$ cat config.mk
export PLATFORM = sky130hd
export DESIGN_NAME = fht_stream_io_flat
export DESIGN_NICKNAME = d
export VERILOG_FILES = /design/src/rtl/fht_stream_io_if.sv /design/src/rtl/fht_stream_io.sv /design/src/flat_wrapper.sv
export SDC_FILE = /design/constraint.sdc
export NUM_CORES = 1
export LEC_CHECK = 0
export BUFFER_PORTS_ARGS = -buffer_cell sky130_fd_sc_hd__clkbuf_2
export CORE_MARGIN = 4
export CORE_UTILIZATION = 38
export CTS_CLUSTER_DIAMETER = 120
export DETAILED_ROUTE_END_ITERATION = 8
export GPL_TIMING_DRIVEN = 0
export PLACE_DENSITY = 0.68
export SLEW_MARGIN = 20
export SYNTH_ARGS = -nofsm -noshare
export SYNTH_HDL_FRONTEND = slang
export SYNTH_SLANG_ARGS = --single-unit
$ cat constraint.sdc
create_clock -name iCLK -period 2.3 [get_ports iCLK]
set_input_delay 0.115 -clock iCLK [delete_from_list [all_inputs] [get_ports iCLK]]
set_output_delay 0.115 -clock iCLK [all_outputs]
set_load 0.03 [all_outputs]
$ cat src/rtl/fht_stream_io_if.sv
// Port bundle of fht_stream_io: sample input, bank RAM write/read ports,
// FHT core handshake and result stream. The master modport is the block side.
interface fht_stream_io_if #(
   parameter int A_BIT = 8,
   parameter int D_BIT = 16
);
   logic             iDATA_VALID;
   logic [D_BIT-1:0] iDATA;
   logic             oDATA_READY;

   logic             oWE;
   logic [1:0]       oWR_BANK;
   logic [A_BIT-1:0] oWR_ADDR;
   logic [D_BIT-1:0] oWR_DATA;

   logic [1:0]       oRD_BANK;
   logic [A_BIT-1:0] oRD_ADDR;
   logic [D_BIT-1:0] iRD_DATA;

   logic             oSTART;
   logic             iCORE_RDY;

   logic             oOUT_VALID;
   logic [D_BIT-1:0] oOUT_DATA;
   logic             oOUT_LAST;
   logic             iOUT_READY;

   logic             oBUSY;

   modport master (
      input  iDATA_VALID, iDATA, iRD_DATA, iCORE_RDY, iOUT_READY,
      output oDATA_READY, oWE, oWR_BANK, oWR_ADDR, oWR_DATA,
      output oRD_BANK, oRD_ADDR, oSTART, oOUT_VALID, oOUT_DATA, oOUT_LAST, oBUSY
   );

   modport slave (
      output iDATA_VALID, iDATA, iRD_DATA, iCORE_RDY, iOUT_READY,
      input  oDATA_READY, oWE, oWR_BANK, oWR_ADDR, oWR_DATA,
      input  oRD_BANK, oRD_ADDR, oSTART, oOUT_VALID, oOUT_DATA, oOUT_LAST, oBUSY
   );
endinterface

$ cat src/rtl/fht_stream_io.sv
// Streaming front/back end of a 4-bank FHT: loads N samples, starts the core,
// then unloads results through a 4-entry FIFO. FHT_IO_BITREV_EN: bit-reversed load order.
module fht_stream_io #(
   parameter int A_BIT = 8,
   parameter int D_BIT = 16
) (
   input  logic            iCLK,
   input  logic            iRESET,
   fht_stream_io_if.master bus
);
   localparam int C_BIT = A_BIT + 2;
   localparam logic [C_BIT-1:0] LAST_IDX = '1;

   typedef enum logic [2:0] {LOAD, START, WAIT_BUSY, WAIT_DONE, UNLOAD} state_t;

   state_t           state_q, state_d;
   logic [C_BIT-1:0] in_cnt_q, in_cnt_d;
   logic [C_BIT-1:0] rd_cnt_q, rd_cnt_d;
   logic             rd_all_q, rd_all_d;
   logic [1:0]       rd_v_q;
   logic [1:0]       rd_last_q;
   logic [1:0]       wr_ptr_q, rd_ptr_q;
   logic [2:0]       fifo_cnt_q;
   logic [D_BIT:0]   fifo_mem [4];

   logic             accept, issue, push, pop, fifo_nempty;
   logic [2:0]       credit_used;
   logic [D_BIT:0]   head;
   logic [C_BIT-1:0] wr_idx;

`ifdef FHT_IO_BITREV_EN
   for (genvar gi = 0; gi < C_BIT; gi++) begin : g_bitrev
      assign wr_idx[gi] = in_cnt_q[C_BIT-1-gi];
   end
`else
   assign wr_idx = in_cnt_q;
`endif

   assign fifo_nempty = (fifo_cnt_q != 3'd0);
   assign head        = fifo_mem[rd_ptr_q];
   assign push        = rd_v_q[1];
   assign pop         = fifo_nempty && bus.iOUT_READY;
   // Reads in flight reserve a FIFO slot, so a full FIFO can never be overrun.
   assign credit_used = fifo_cnt_q + {2'b00, rd_v_q[0]} + {2'b00, rd_v_q[1]};

   always_comb begin
      state_d  = state_q;
      in_cnt_d = in_cnt_q;
      rd_cnt_d = rd_cnt_q;
      rd_all_d = rd_all_q;
      accept   = 1'b0;
      issue    = 1'b0;
      case (state_q)
         LOAD: begin
            if (bus.iDATA_VALID) begin
               accept   = 1'b1;
               in_cnt_d = in_cnt_q + 1'b1;
               if (in_cnt_q == LAST_IDX) begin
                  in_cnt_d = '0;
                  state_d  = START;
               end
            end
         end
         START:     state_d = WAIT_BUSY;
         WAIT_BUSY: if (!bus.iCORE_RDY) state_d = WAIT_DONE;
         WAIT_DONE: if (bus.iCORE_RDY)  state_d = UNLOAD;
         UNLOAD: begin
            if (!rd_all_q && credit_used < 3'd4) begin
               issue    = 1'b1;
               rd_cnt_d = rd_cnt_q + 1'b1;
               if (rd_cnt_q == LAST_IDX) begin
                  rd_cnt_d = '0;
                  rd_all_d = 1'b1;
               end
            end
            if (pop && head[D_BIT]) begin
               state_d  = LOAD;
               rd_cnt_d = '0;
               rd_all_d = 1'b0;
            end
         end
         default: state_d = LOAD;
      endcase
   end

   always_ff @(posedge iCLK or negedge iRESET) begin
      if (!iRESET) begin
         state_q    <= LOAD;
         in_cnt_q   <= '0;
         rd_cnt_q   <= '0;
         rd_all_q   <= 1'b0;
         rd_v_q     <= '0;
         rd_last_q  <= '0;
         wr_ptr_q   <= '0;
         rd_ptr_q   <= '0;
         fifo_cnt_q <= '0;
      end else begin
         state_q   <= state_d;
         in_cnt_q  <= in_cnt_d;
         rd_cnt_q  <= rd_cnt_d;
         rd_all_q  <= rd_all_d;
         rd_v_q    <= {rd_v_q[0], issue};
         rd_last_q <= {rd_last_q[0], issue && (rd_cnt_q == LAST_IDX)};
         if (push) wr_ptr_q <= wr_ptr_q + 1'b1;
         if (pop)  rd_ptr_q <= rd_ptr_q + 1'b1;
         case ({push, pop})
            2'b10:   fifo_cnt_q <= fifo_cnt_q + 3'd1;
            2'b01:   fifo_cnt_q <= fifo_cnt_q - 3'd1;
            default: fifo_cnt_q <= fifo_cnt_q;
         endcase
      end
   end

   // Payload storage carries no reset; occupancy alone defines what is valid.
   always_ff @(posedge iCLK) begin
      if (push) fifo_mem[wr_ptr_q] <= {rd_last_q[1], bus.iRD_DATA};
   end

   assign bus.oDATA_READY = (state_q == LOAD);
   assign bus.oWE         = accept;
   assign bus.oWR_BANK    = accept ? wr_idx[1:0] : 2'b00;
   assign bus.oWR_ADDR    = accept ? wr_idx[C_BIT-1:2] : '0;
   assign bus.oWR_DATA    = accept ? bus.iDATA : '0;
   assign bus.oRD_BANK    = rd_cnt_q[1:0];
   assign bus.oRD_ADDR    = rd_cnt_q[C_BIT-1:2];
   assign bus.oSTART      = (state_q == START);
   assign bus.oOUT_VALID  = fifo_nempty;
   assign bus.oOUT_DATA   = fifo_nempty ? head[D_BIT-1:0] : '0;
   assign bus.oOUT_LAST   = fifo_nempty && head[D_BIT];
   assign bus.oBUSY       = (state_q != LOAD);
endmodule

$ cat src/flat_wrapper.sv
// flat-port wrapper written by rule: the top's interface ports become plain ports
module fht_stream_io_flat 
#(
   parameter int A_BIT = 8,
   parameter int D_BIT = 16
)
  (iCLK, iRESET, bus_iDATA_VALID, bus_iDATA, bus_iRD_DATA, bus_iCORE_RDY, bus_iOUT_READY, bus_oDATA_READY, bus_oWE, bus_oWR_BANK, bus_oWR_ADDR, bus_oWR_DATA, bus_oRD_BANK, bus_oRD_ADDR, bus_oSTART, bus_oOUT_VALID, bus_oOUT_DATA, bus_oOUT_LAST, bus_oBUSY);
  fht_stream_io_if #(.A_BIT(A_BIT), .D_BIT(D_BIT)) bus_i ();
  input  logic iCLK;
  input  logic iRESET;
  input wire logic [$bits(bus_i.iDATA_VALID)-1:0] bus_iDATA_VALID;
  input wire logic [$bits(bus_i.iDATA)-1:0] bus_iDATA;
  input wire logic [$bits(bus_i.iRD_DATA)-1:0] bus_iRD_DATA;
  input wire logic [$bits(bus_i.iCORE_RDY)-1:0] bus_iCORE_RDY;
  input wire logic [$bits(bus_i.iOUT_READY)-1:0] bus_iOUT_READY;
  output wire logic [$bits(bus_i.oDATA_READY)-1:0] bus_oDATA_READY;
  output wire logic [$bits(bus_i.oWE)-1:0] bus_oWE;
  output wire logic [$bits(bus_i.oWR_BANK)-1:0] bus_oWR_BANK;
  output wire logic [$bits(bus_i.oWR_ADDR)-1:0] bus_oWR_ADDR;
  output wire logic [$bits(bus_i.oWR_DATA)-1:0] bus_oWR_DATA;
  output wire logic [$bits(bus_i.oRD_BANK)-1:0] bus_oRD_BANK;
  output wire logic [$bits(bus_i.oRD_ADDR)-1:0] bus_oRD_ADDR;
  output wire logic [$bits(bus_i.oSTART)-1:0] bus_oSTART;
  output wire logic [$bits(bus_i.oOUT_VALID)-1:0] bus_oOUT_VALID;
  output wire logic [$bits(bus_i.oOUT_DATA)-1:0] bus_oOUT_DATA;
  output wire logic [$bits(bus_i.oOUT_LAST)-1:0] bus_oOUT_LAST;
  output wire logic [$bits(bus_i.oBUSY)-1:0] bus_oBUSY;
  assign bus_i.iDATA_VALID = bus_iDATA_VALID;
  assign bus_i.iDATA = bus_iDATA;
  assign bus_i.iRD_DATA = bus_iRD_DATA;
  assign bus_i.iCORE_RDY = bus_iCORE_RDY;
  assign bus_i.iOUT_READY = bus_iOUT_READY;
  assign bus_oDATA_READY = bus_i.oDATA_READY;
  assign bus_oWE = bus_i.oWE;
  assign bus_oWR_BANK = bus_i.oWR_BANK;
  assign bus_oWR_ADDR = bus_i.oWR_ADDR;
  assign bus_oWR_DATA = bus_i.oWR_DATA;
  assign bus_oRD_BANK = bus_i.oRD_BANK;
  assign bus_oRD_ADDR = bus_i.oRD_ADDR;
  assign bus_oSTART = bus_i.oSTART;
  assign bus_oOUT_VALID = bus_i.oOUT_VALID;
  assign bus_oOUT_DATA = bus_i.oOUT_DATA;
  assign bus_oOUT_LAST = bus_i.oOUT_LAST;
  assign bus_oBUSY = bus_i.oBUSY;
  fht_stream_io #(.A_BIT(A_BIT), .D_BIT(D_BIT)) u_core (.iCLK(iCLK), .iRESET(iRESET), .bus(bus_i));
endmodule
# After elaboration in Yosys (flattened, before gate mapping)
# Memory sizes are Yosys's and may differ from the RTL's.
# Index checks and enable logic that the tools add are counted.
[classes] n_eq_ne=13 n_reduce_logical=16 n_lt_le_gt_ge=1 muxes=24 n_addsub=8
[op_table] operator="two-way mux 10 bit" n=4
[op_table] operator="two-way mux 16 bit" n=2
[op_table] operator="adder 10 x 1 -> 10 bit, second input constant" n=2
[op_table] operator="equality test 10 bit, second input constant" n=2
[op_table] operator="two-way mux 3 bit" n=5
[op_table] operator="one-hot mux 3 bit (5 select lines)" n=1
[op_table] operator="two-way mux 1 bit" n=9
[op_table] operator="two-way mux 8 bit" n=1
[op_table] operator="adder 3 x 1 -> 3 bit" n=2
[op_table] operator="equality test 3 x 2 -> 1 bit, second input constant" n=2
[op_table] operator="inequality test 2 bit, second input constant" n=3
[op_table] operator="one-hot mux 3 bit (2 select lines)" n=1
[op_table] operator="nonzero test 2 bit" n=3
[op_table] operator="nonzero test 3 bit" n=2
[op_table] operator="logical AND 1 bit" n=5
[op_table] operator="AND reduction 5 bit" n=1
[op_table] operator="adder 2 x 1 -> 2 bit, second input constant" n=2
[op_table] operator="inequality test 2 x 1 -> 1 bit, second input constant" n=2
[op_table] operator="AND reduction 2 bit" n=2
[op_table] operator="adder 3 x 1 -> 3 bit, second input constant" n=1
[op_table] operator="equality test 3 x 1 -> 1 bit, second input constant" n=1
[op_table] operator="equality test 3 bit, second input constant" n=1
[op_table] operator="logical NOT 3 bit" n=1
[op_table] operator="< comparator 3 bit, second input constant" n=1
[op_table] operator="6 further kinds" n=6
[word_totals] register_bits=35 mem_count=1 ramBits=68 input_bits=37 word_cells=72
[memory_table] name="u_core.fifo_mem" words=4 word_bits=17 read_ports=1 rd_ports_with_merged_regs=0 wr=1 line="fht_stream_io.sv:24" text="logic [D_BIT:0] fifo_mem [4];"

# Depth between registers and ports, before layout
# Gate-level depths: netlist (run 1).
[depth] depth_word=7 mapped_depth=9

# Worst setup path after synthesis (run 1)
# OpenSTA, ideal clock, no wires.
[synth_path] kind="reg2out" from="register u_core.state_q[1]" to="output port bus_oWR_ADDR[0]" n_path_buf=1 arrival_time_ns=2.361 path_slack_ns=-0.176 stages_incl_launch_ff=6 path_cell_list="dfrtp_1 > nor3_1 > nand2_1 > inv_1 > clkbuf_1 > and2_1"
[synth_via] elab_chain_cells=3
[synth_lines] item="start: declaration" line="fht_stream_io.sv:16" text="state_t state_q, state_d;"
[synth_lines] item="start signal: assignment" line="fht_stream_io.sv:98" text="state_q <= state_d;"
[synth_lines] item="logical NOT 3 bit"
[synth_lines] item="named net bus_oDATA_READY" line="flat_wrapper.sv:16" text="output wire logic [$bits(bus_i.oDATA_READY)-1:0] bus_oDATA_READY;"
[synth_lines] item="two-way mux 1 bit" line="fht_stream_io.sv:53" text="case (state_q)"
[synth_lines] item="named net bus_oWE" line="flat_wrapper.sv:17" text="output wire logic [$bits(bus_i.oWE)-1:0] bus_oWE;"
[synth_lines] item="two-way mux 8 bit" line="fht_stream_io.sv:122" text="assign bus.oWR_ADDR = accept ? wr_idx[C_BIT-1:2] : '0;"
[synth_lines] item="end: declaration" line="flat_wrapper.sv:19" text="output wire logic [$bits(bus_i.oWR_ADDR)-1:0] bus_oWR_ADDR;"
# The timed path passes the listed nets, and every way through them passes these cells.

# Worst setup path in the final report (run 1)
[layout_path] from="register u_core.fifo_cnt_q[1]" to="register u_core.fifo_cnt_q[1]"
[layout_via] elab_chain_cells=4 word_cells_on_any_way=8
[layout_lines] item="start: declaration" line="fht_stream_io.sv:23" text="logic [2:0] fifo_cnt_q;"
[layout_lines] item="start signal: assignment" line="fht_stream_io.sv:107" text="2'b10: fifo_cnt_q <= fifo_cnt_q + 3'd1;"
[layout_lines] item="start signal: assignment" line="fht_stream_io.sv:108" text="2'b01: fifo_cnt_q <= fifo_cnt_q - 3'd1;"
[layout_lines] item="start signal: assignment" line="fht_stream_io.sv:109" text="default: fifo_cnt_q <= fifo_cnt_q;"
[layout_lines] item="nonzero test 3 bit *" line="fht_stream_io.sv:39" text="assign fifo_nempty = (fifo_cnt_q != 3'd0);"
[layout_lines] item="logical AND 1 bit *" line="fht_stream_io.sv:42" text="assign pop = fifo_nempty && bus.iOUT_READY;"
[layout_lines] item="named net u_core.pop" line="fht_stream_io.sv:26" text="logic accept, issue, push, pop, fifo_nempty;"
[layout_lines] item="equality test 2 x 1 -> 1 bit / equality test 2 bit (equally long branches)" line="fht_stream_io.sv:106" text="case ({push, pop})"
[layout_lines] item="one-hot mux 3 bit (2 select lines) / nonzero test 2 bit (equally long branches)"
# The timed path passes the listed nets; every way through them passes the cells marked *.
# A chain may end at the register's enable or synchronous reset.

==> impl_summary.md, run 1 <==
Cells and area
Registers take 0.00292 mm^2. In the final layout, the share of cells above drive strength 1 is 0.315. The area of combinational cells with multiple inputs is 0.00157 mm^2. The final design utilization is 0.494. The library cell used most frequently in the layout, excluding fill and tap cells, is sky130_fd_sc_hd__clkbuf_2. The finished layout holds 584 standard cells, fillers aside.

In the layout the commonest cells are sky130_fd_sc_hd__clkbuf_2 (95), sky130_fd_sc_hd__edfxtp_1 (68), sky130_fd_sc_hd__and2_1 (51), sky130_fd_sc_hd__dfrtp_1 (35), sky130_fd_sc_hd__dlygate4sd3_1 (17). The count of filler cells inserted in the layout is 1,022. The relative area change from synthesis to final layout is 25.4%. The total number of nets in the final design is 482. 0 antenna diodes ended up in the layout.

Synthesis
The total standard cell area after synthesis is 0.00457 mm^2. The distinct cell type count of the synthesized netlist is 45. In this run the mean area of a mapped cell was 14.5 um^2. The number of nets handed over by synthesis was 362. For this run, asynchronously set or reset flops after synthesis account for 0.340. The number of synthesis warnings is 0. The number of instances in the synthesized netlist is 316. The post-synthesis sequential element count is 103. Counting flops with a built-in enable in the synthesized netlist gives 68. The proportion of synthesized chip area in sequential cells is 0.638. The most used flip-flop cell after synthesis is sky130_fd_sc_hd__edfxtp_1.

Clock network
The clock sink count is 103. The count of buffers added by post-CTS timing repair for setup is 0. Buffers inserted during clock tree synthesis total 9. The TritonCTS clock tree is yes.

In this run the deepest clock path goes through 2 buffers. The root buffer cell is sky130_fd_sc_hd__clkbuf_16. The clock slew at the register clock pins of the worst setup and hold paths is 0.07 ns.

The clock tree synthesis step divided the H-tree into 3 levels. The clock insertion delay at the later pin of the skew report is 0.34 ns.

Worst setup path
The worst-case reg-to-reg path depth is 7. The kind of end point of the critical path is a flip-flop. The startpoint class of the critical path is a flip-flop. STA puts the critical path data required time at 2.56 ns. The arrival time at the worst endpoint is 2.45 ns. The type of the worst setup path is flip-flop to flip-flop. The largest driver fanout on the critical path is 10.

GRT
The via count of the first global-routing pass is 3,124. The first global-routing pass estimated 15,100 um of wire. The initial antenna violation count is 0. The aggregate global-route resource usage is 0.137.

The maximum number of pins on one net before global-route repair is 36. After global routing the overflow that remains totals 0.

STA
The final max-slew violation count is 0. Setup repair after global routing could not meet its margin everywhere. The transition time at the pin with the least slew margin is 0.937 ns. Setup violations remaining at the end of the flow were counted as 0. The worst hold-check slack is 0.0185 ns. The fmax is 456 MHz.

The worst path needs 2.19 ns of the cycle, external delays included. The number of hold-slack violations in the final timing report was 0. For the final database, setup skew stands at 0.00719 ns. In the finished design, the share of the clock period the worst path needs comes to 0.954. The max-slew headroom at the worst pin is 0.375.

Die
95 I/O pins were placed. Measured along the y axis, the die boundary spans 118 um. The floorplan step defined a die boundary enclosing 0.0138 mm^2. The horizontal extent of the die is 118 um.

In this run the core area contains 39 standard-cell rows. The initial utilization of the core area, before any placement, comes to 0.394. The core footprint is 0.0116 mm^2.

Placed design
The estimated wirelength of the detail-placed design is 6190 um. The number of placed instances, taps included, is 553. The number of I/O port buffers is 94. Routability-driven placement finished with a final weighted congestion of 0.825.

Min path
The worst hold path passes through 3 cells. The worst hold path belongs to the class input port to flip-flop.

Drt
Before antenna repair, the detailed router went through 4 iterations. Dividing the detail-routed via count by the number of cells gives 5.07. Once detail routing completed, the nets flagged for antenna violations numbered 0. The per-cell routed wire length is 15.6 um. Summed over all layers, the routed wires come to 9110 um. The total number of vias is 2,960. The number of remaining DRC errors is 0. The iteration-0 DRC count of the detailed router is 99.

Power and ir drop
Of the total power, the clock network draws 0.253. The power spent charging and discharging nets is 0.00227 W. The part of the power in combinational logic is 0.376. The total internal power is 0.00389 W.

Power spread over the standard cell area amounts to 1070 mW/mm^2. The switching share of power is 0.368. The analysis attributes to cell leakage a power of 2.38 nW. The peak ir drop on the vdd network is 0.649 mV. The share of total power in sequential cells is 0.371.

Run
Max-cap violations in this run came to 0.

Outcome
The run finished with clean final reports.
## sequential cells by signal, indices dropped and copies added (netlist names)
register           count
u_core.fifo_cnt_q      3
u_core.rd_all_q        1
u_core.fifo_mem       68
u_core.rd_cnt_q       10
u_core.wr_ptr_q        2
u_core.rd_ptr_q        2
u_core.rd_v_q          2
u_core.rd_last_q       2
u_core.in_cnt_q       10
u_core.state_q         3
## layer usage
metal,routed length [um],vias up,track usage
li1,-,1404,-
met1,3880,1452,0.165
met2,4630,95,0.239
met3,474,9,0.0394
met4,118,0,0.0440
met5,0,-,0
## logic make-up after synthesis
| logic type | synth area share |
|---|---|
| AOI/OAI and AO/OA | 0.0577 |
| xor gates and xnor gates | 0.0249 |
| adders and majority gates | 0.0263 |
| buffers and inverters | 0.0238 |
| DFF | 0.638 |
| muxes | 0.0909 |
| and+or+nand+nor | 0.138 |
## layout make-up
cell class,count,area share
inverter,12,0.00786
multi-input combinational,189,0.274
timing repair buffer,111,0.112
clock buffer,9,0.0393
clock inverter,7,0.0157
tap,143,0.0312
buffer,10,0.0111
sequential,103,0.509
## per-stage QoR
stage | power, W | instance area (um^2) | setup WS, ns | setup TNS, ns
2_1_floorplan | 0.00400 | 4580 | 0.155 | 0
3_3_place_gp | 0.00458 | 5230 | -0.146 | -0.549
3_5_place_dp | 0.00462 | 5230 | -0.155 | -0.585
4_1_cts | 0.00623 | 5720 | 0.00404 | 0
5_1_grt | 0.00650 | 5730 | -0.0181 | -0.0181
6_report | 0.00615 | 5730 | 0.107 | 0
## cells in the mapped netlist (7+ instances only)
cell type,n,area (um^2)
sky130_fd_sc_hd__a21oi_1,8,40.0
sky130_fd_sc_hd__and2_1,51,319
sky130_fd_sc_hd__dfrtp_1,35,876
sky130_fd_sc_hd__edfxtp_1,68,2040
sky130_fd_sc_hd__ha_1,8,100
sky130_fd_sc_hd__inv_1,12,45.0
sky130_fd_sc_hd__mux4_2,11,248
sky130_fd_sc_hd__nand2_1,14,52.6
sky130_fd_sc_hd__nand3_1,7,35.0
sky130_fd_sc_hd__nor2_1,13,48.8
sky130_fd_sc_hd__o21ai_0,8,40.0
sky130_fd_sc_hd__xor2_1,7,61.3
## final timing paths
path	startpoint	end	slack [ns]
min in group asynchronous	iRESET	u_core.rd_cnt_q[8]	0.41
max in group asynchronous	iRESET	u_core.wr_ptr_q[0]	1.34
min	bus_iCORE_RDY	u_core.state_q[2]	0.02
min reg2reg	u_core.rd_last_q[0]	u_core.rd_last_q[1]	0.35
max	u_core.fifo_cnt_q[1]	u_core.fifo_cnt_q[1]	0.11
max reg2reg	u_core.fifo_cnt_q[1]	u_core.fifo_cnt_q[1]	0.11
## power by group through the flow
stage,clock network (W),registers [W],logic [W]
after floorplan,0,0.00231,0.00170
after global placement,0,0.00231,0.00226
after detailed placement,0,0.00232,0.00231
after CTS,0.00161,0.00228,0.00234
after global routing,0.00167,0.00231,0.00252
final,0.00156,0.00228,0.00231
## worst max-delay path, cell delays in order, from the launching register on
cell	delay [ns]
sky130_fd_sc_hd__dfrtp_1	0.43
sky130_fd_sc_hd__or3_1	0.40
sky130_fd_sc_hd__buf_2	0.20
sky130_fd_sc_hd__and2_1	0.21
sky130_fd_sc_hd__ha_1	0.23
sky130_fd_sc_hd__inv_1	0.07
sky130_fd_sc_hd__fa_1	0.40
sky130_fd_sc_hd__mux2i_1	0.16
## repair_timing
item | in CTS | in global routing
pin swaps | 0 | 1
hold buffers | 17 | 0
endpoints found under the setup margin | 25 | 26
gates resized for setup | 4 | 5
endpoints found under the hold margin | 99 | 0
Note: power is estimated with default switching activity, not from simulation.
==> run 2, diff against run 1 <==
BUFFER_PORTS_ARGS = -buffer_cell sky130_fd_sc_hd__buf_4   (was -buffer_cell sky130_fd_sc_hd__clkbuf_2)
==> run 2 against run 1 <==
Global-route usage shrank 0.077 points. Clock power down 3%. Clock skew hardly changed. Cell count stayed put. Sequential share of layout area fell by 1.8 points. Critical endpoint is now u_core.rd_cnt_q[4].
==> impl_summary.md, run 2 (synthesis gave the netlist of run 1 again) <==
Outcome
The flow ran to the end, and the final reports show no timing, DRC or antenna violations.

Clock network
The root buffer cell is sky130_fd_sc_hd__clkbuf_16. The count of buffers added by post-CTS timing repair for setup is 0 (unchanged). The clock sink count came to 103 (unchanged).

The H-tree depth reported by CTS is 3 (unchanged). The clock insertion delay at the later pin of the skew report is 0.34 ns (about the same). The clock slew at the register clock pins of the worst setup and hold paths is 0.07 ns (about the same). The number of buffers created by CTS is 9 (unchanged).

The deepest clock path buffer count came to 2 (unchanged). The TritonCTS clock tree is yes.

Power and ir drop
The peak ir drop on the vdd network was 0.448 mV (-31%). The total power density per cell area is 1060 mW/mm^2 (-1.3%). The total power of the final layout is 0.00630 W (+2.3%). The leakage power figure was 2.43 nW (+2.3%).

Worst setup path
The endpoint required time on the critical path is 2.52 ns (-0.04 ns). The worst register-to-register path begins at u_core.rd_v_q[1]. The terminus of the critical flop-to-flop path is u_core.rd_cnt_q[4]. The most critical setup path has its endpoint at u_core.rd_cnt_q[4]. The type of the worst setup path is flip-flop to flip-flop. The arrival time at the worst endpoint was 2.39 ns (-0.06 ns).

Tracing the worst setup path back leads to its startpoint at u_core.rd_v_q[1]. The internal reg-to-reg setup slack came to 0.12 ns (+0.02 ns). STA classifies the critical path startpoint as a flip-flop. The largest driver fanout on the critical path is 10 (unchanged). The worst-case reg-to-reg path depth is 7 (unchanged). The kind of end point of the critical path is a flip-flop.

Cells and area
The number of flip-flops under the largest register name was 68 (unchanged). The count of filler cells inserted in the layout was 997 (-2.4%). The final design utilization was 0.512 (+0.0182). The antenna diode instance count is 0 (unchanged). The layout cell share with drive strength beyond 1 is 0.313 (-0.00227). The area of combinational cells with multiple inputs is 0.00156 mm^2 (-0.48%).

The total number of nets in the final design is 482 (unchanged). The register with the most flip-flops is u_core.fifo_mem. The most common cell after layout, fill and taps aside is sky130_fd_sc_hd__buf_4. The largest registers in the layout are u_core.fifo_mem (68), u_core.in_cnt_q (10), u_core.rd_cnt_q (10). The register cell area after layout is 0.00292 mm^2 (unchanged). The relative area change from synthesis to final layout is 30.0%. In the layout the commonest cells are sky130_fd_sc_hd__buf_4 (95), sky130_fd_sc_hd__edfxtp_1 (68), sky130_fd_sc_hd__and2_1 (51), sky130_fd_sc_hd__dfrtp_1 (35), sky130_fd_sc_hd__dlygate4sd3_1 (17).

Drt
The total number of vias is 2,871 (-3.0%). The first-pass iteration count of the detailed router is 4 (unchanged). The number of routed nets with antenna violations is 0 (unchanged).

The average vias per placed instance is 4.92 (-3.0%). The per-cell routed wire length is 15.5 um (-0.83%). The number of remaining DRC errors is 0 (unchanged). The routed wire length is 9030 um (-0.83%). The iteration-0 DRC count of the detailed router is 152 (+54%).

Die
The boundary pin count is 95 (unchanged). The area of the die was 0.0138 mm^2 (unchanged). The total number of placement rows is 39 (unchanged). The horizontal extent of the die is 118 um (unchanged).

The core footprint is 0.0116 mm^2 (unchanged). The starting utilization of the core area is 0.394 (unchanged). The die boundary height is 118 um (unchanged).

STA
The share of the cycle needed by the critical path after routing is 0.946 (-0.00749). The final max-slew violation count is 0 (unchanged). Setup repair after global routing left no endpoint under its margin. The shortest period the worst path allows is 2.18 ns (-0.0172 ns). The worst setup skew after layout is 0.00760 ns (+0.000410 ns). The setup violation total in the final timing report is 0 (unchanged). The max-slew headroom at the worst pin is 0.351 (-0.0245). The fmax is 460 MHz (+0.79%). The final setup TNS came to 0 ns (unchanged). The number of hold-slack violations in the final timing report was 0 (unchanged).

The transition time at the pin with the least slew margin is 0.974 ns (+0.0368 ns).

GRT
The wire length of the first global-routing pass is 15,200 um (+0.83%). The aggregate global-route resource usage is 0.137 (-0.000772). The initial antenna violation count is 0 (unchanged). The remaining global-route overflow is 0 (unchanged).

The maximum number of pins on one net before global-route repair is 36 (unchanged). The via count of the first global-routing pass is 3,056 (-2.2%).

Placed design
The number of I/O port buffers is 94 (unchanged). The estimated wirelength of the detail-placed design is 6200 um (+0.12%). The last weighted congestion value of the routability-driven placer is 0.823 (-0.18%).

Min path
The cell depth of the worst hold path is 3 (unchanged). The path category of the worst min-delay check is input port to flip-flop.

Run
The number of maximum-capacitance constraint violations is 0 (unchanged).
-- run 2: cell count changes in the layout (fill, tap and decap cells not counted), sizes merged --
cell / previous run / this run
inv: 14 / 13
clkbuf: 108 / 14
buf: 5 / 100
-- run 2: what timing repair did --
action	4_1_cts	5_1_grt
gates resized for setup	4	8
endpoints found under the hold margin	99	0
setup endpoints to repair	24	32
pin swaps	0	1
cloned	0	0
hold buffers	17	0
-- run 2: power breakdown --
part	total, W	switching [W]	internal [W]	leakage [nW]
logic	0.00250	0.00142	0.00108	1.22
registers	0.00228	0.000152	0.00213	1.08
clock network	0.00151	0.000660	0.000850	0.141
-- run 2: worst max-delay path, cell delays in order (launching register included) --
cell	delay, ns
sky130_fd_sc_hd__dfrtp_1	0.47
sky130_fd_sc_hd__ha_1	0.33
sky130_fd_sc_hd__a21o_1	0.17
sky130_fd_sc_hd__a221oi_2	0.29
sky130_fd_sc_hd__buf_4	0.23
sky130_fd_sc_hd__nand2_2	0.12
sky130_fd_sc_hd__o311ai_1	0.31
sky130_fd_sc_hd__o41ai_2	0.12
-- run 2: through the flow --
stage | std cells | hold WS, ns | worst slack, ns | cell area (um^2)
floorplan | 316 | -0.181 | 0.155 | 4580
global placement | 553 | 0.105 | -0.159 | 5460
detailed placement | 553 | 0.101 | -0.164 | 5460
CTS | 585 | 0.0124 | 0.0212 | 5940
global route | 584 | 0.0305 | 0.0109 | 5940
finish | 584 | 0.0203 | 0.124 | 5940
-- run 2: layout make-up --
class,instances,area share
Multi-Input combinational cell,189,0.263
Clock inverter,6,0.0114
Buffer,10,0.0105
Timing Repair Buffer,111,0.147
Inverter,12,0.00821
Sequential cell,103,0.491
Tap cell,143,0.0301
Clock buffer,10,0.0385
-- run 2: layer usage --
layer,track usage,up-vias,routed length (um)
met5,0,-,0
met4,0.0374,0,85
met3,0.0476,5,598
met2,0.224,91,4410
met1,0.173,1374,3940
li1,-,1401,-
-- run 2: how the worst min path moves through the flow --
stage / startpoint / slack (ns) / end
global placement: iRESET / 0.10 / u_core.rd_cnt_q[5]
detailed placement: iRESET / 0.10 / u_core.rd_cnt_q[5]
CTS: bus_iCORE_RDY / 0.01 / u_core.state_q[2]
finish: bus_iCORE_RDY / 0.02 / u_core.state_q[2]
floorplan: iRESET / -0.18 / u_core.fifo_cnt_q[0]
global route: bus_iCORE_RDY / 0.03 / u_core.state_q[2]
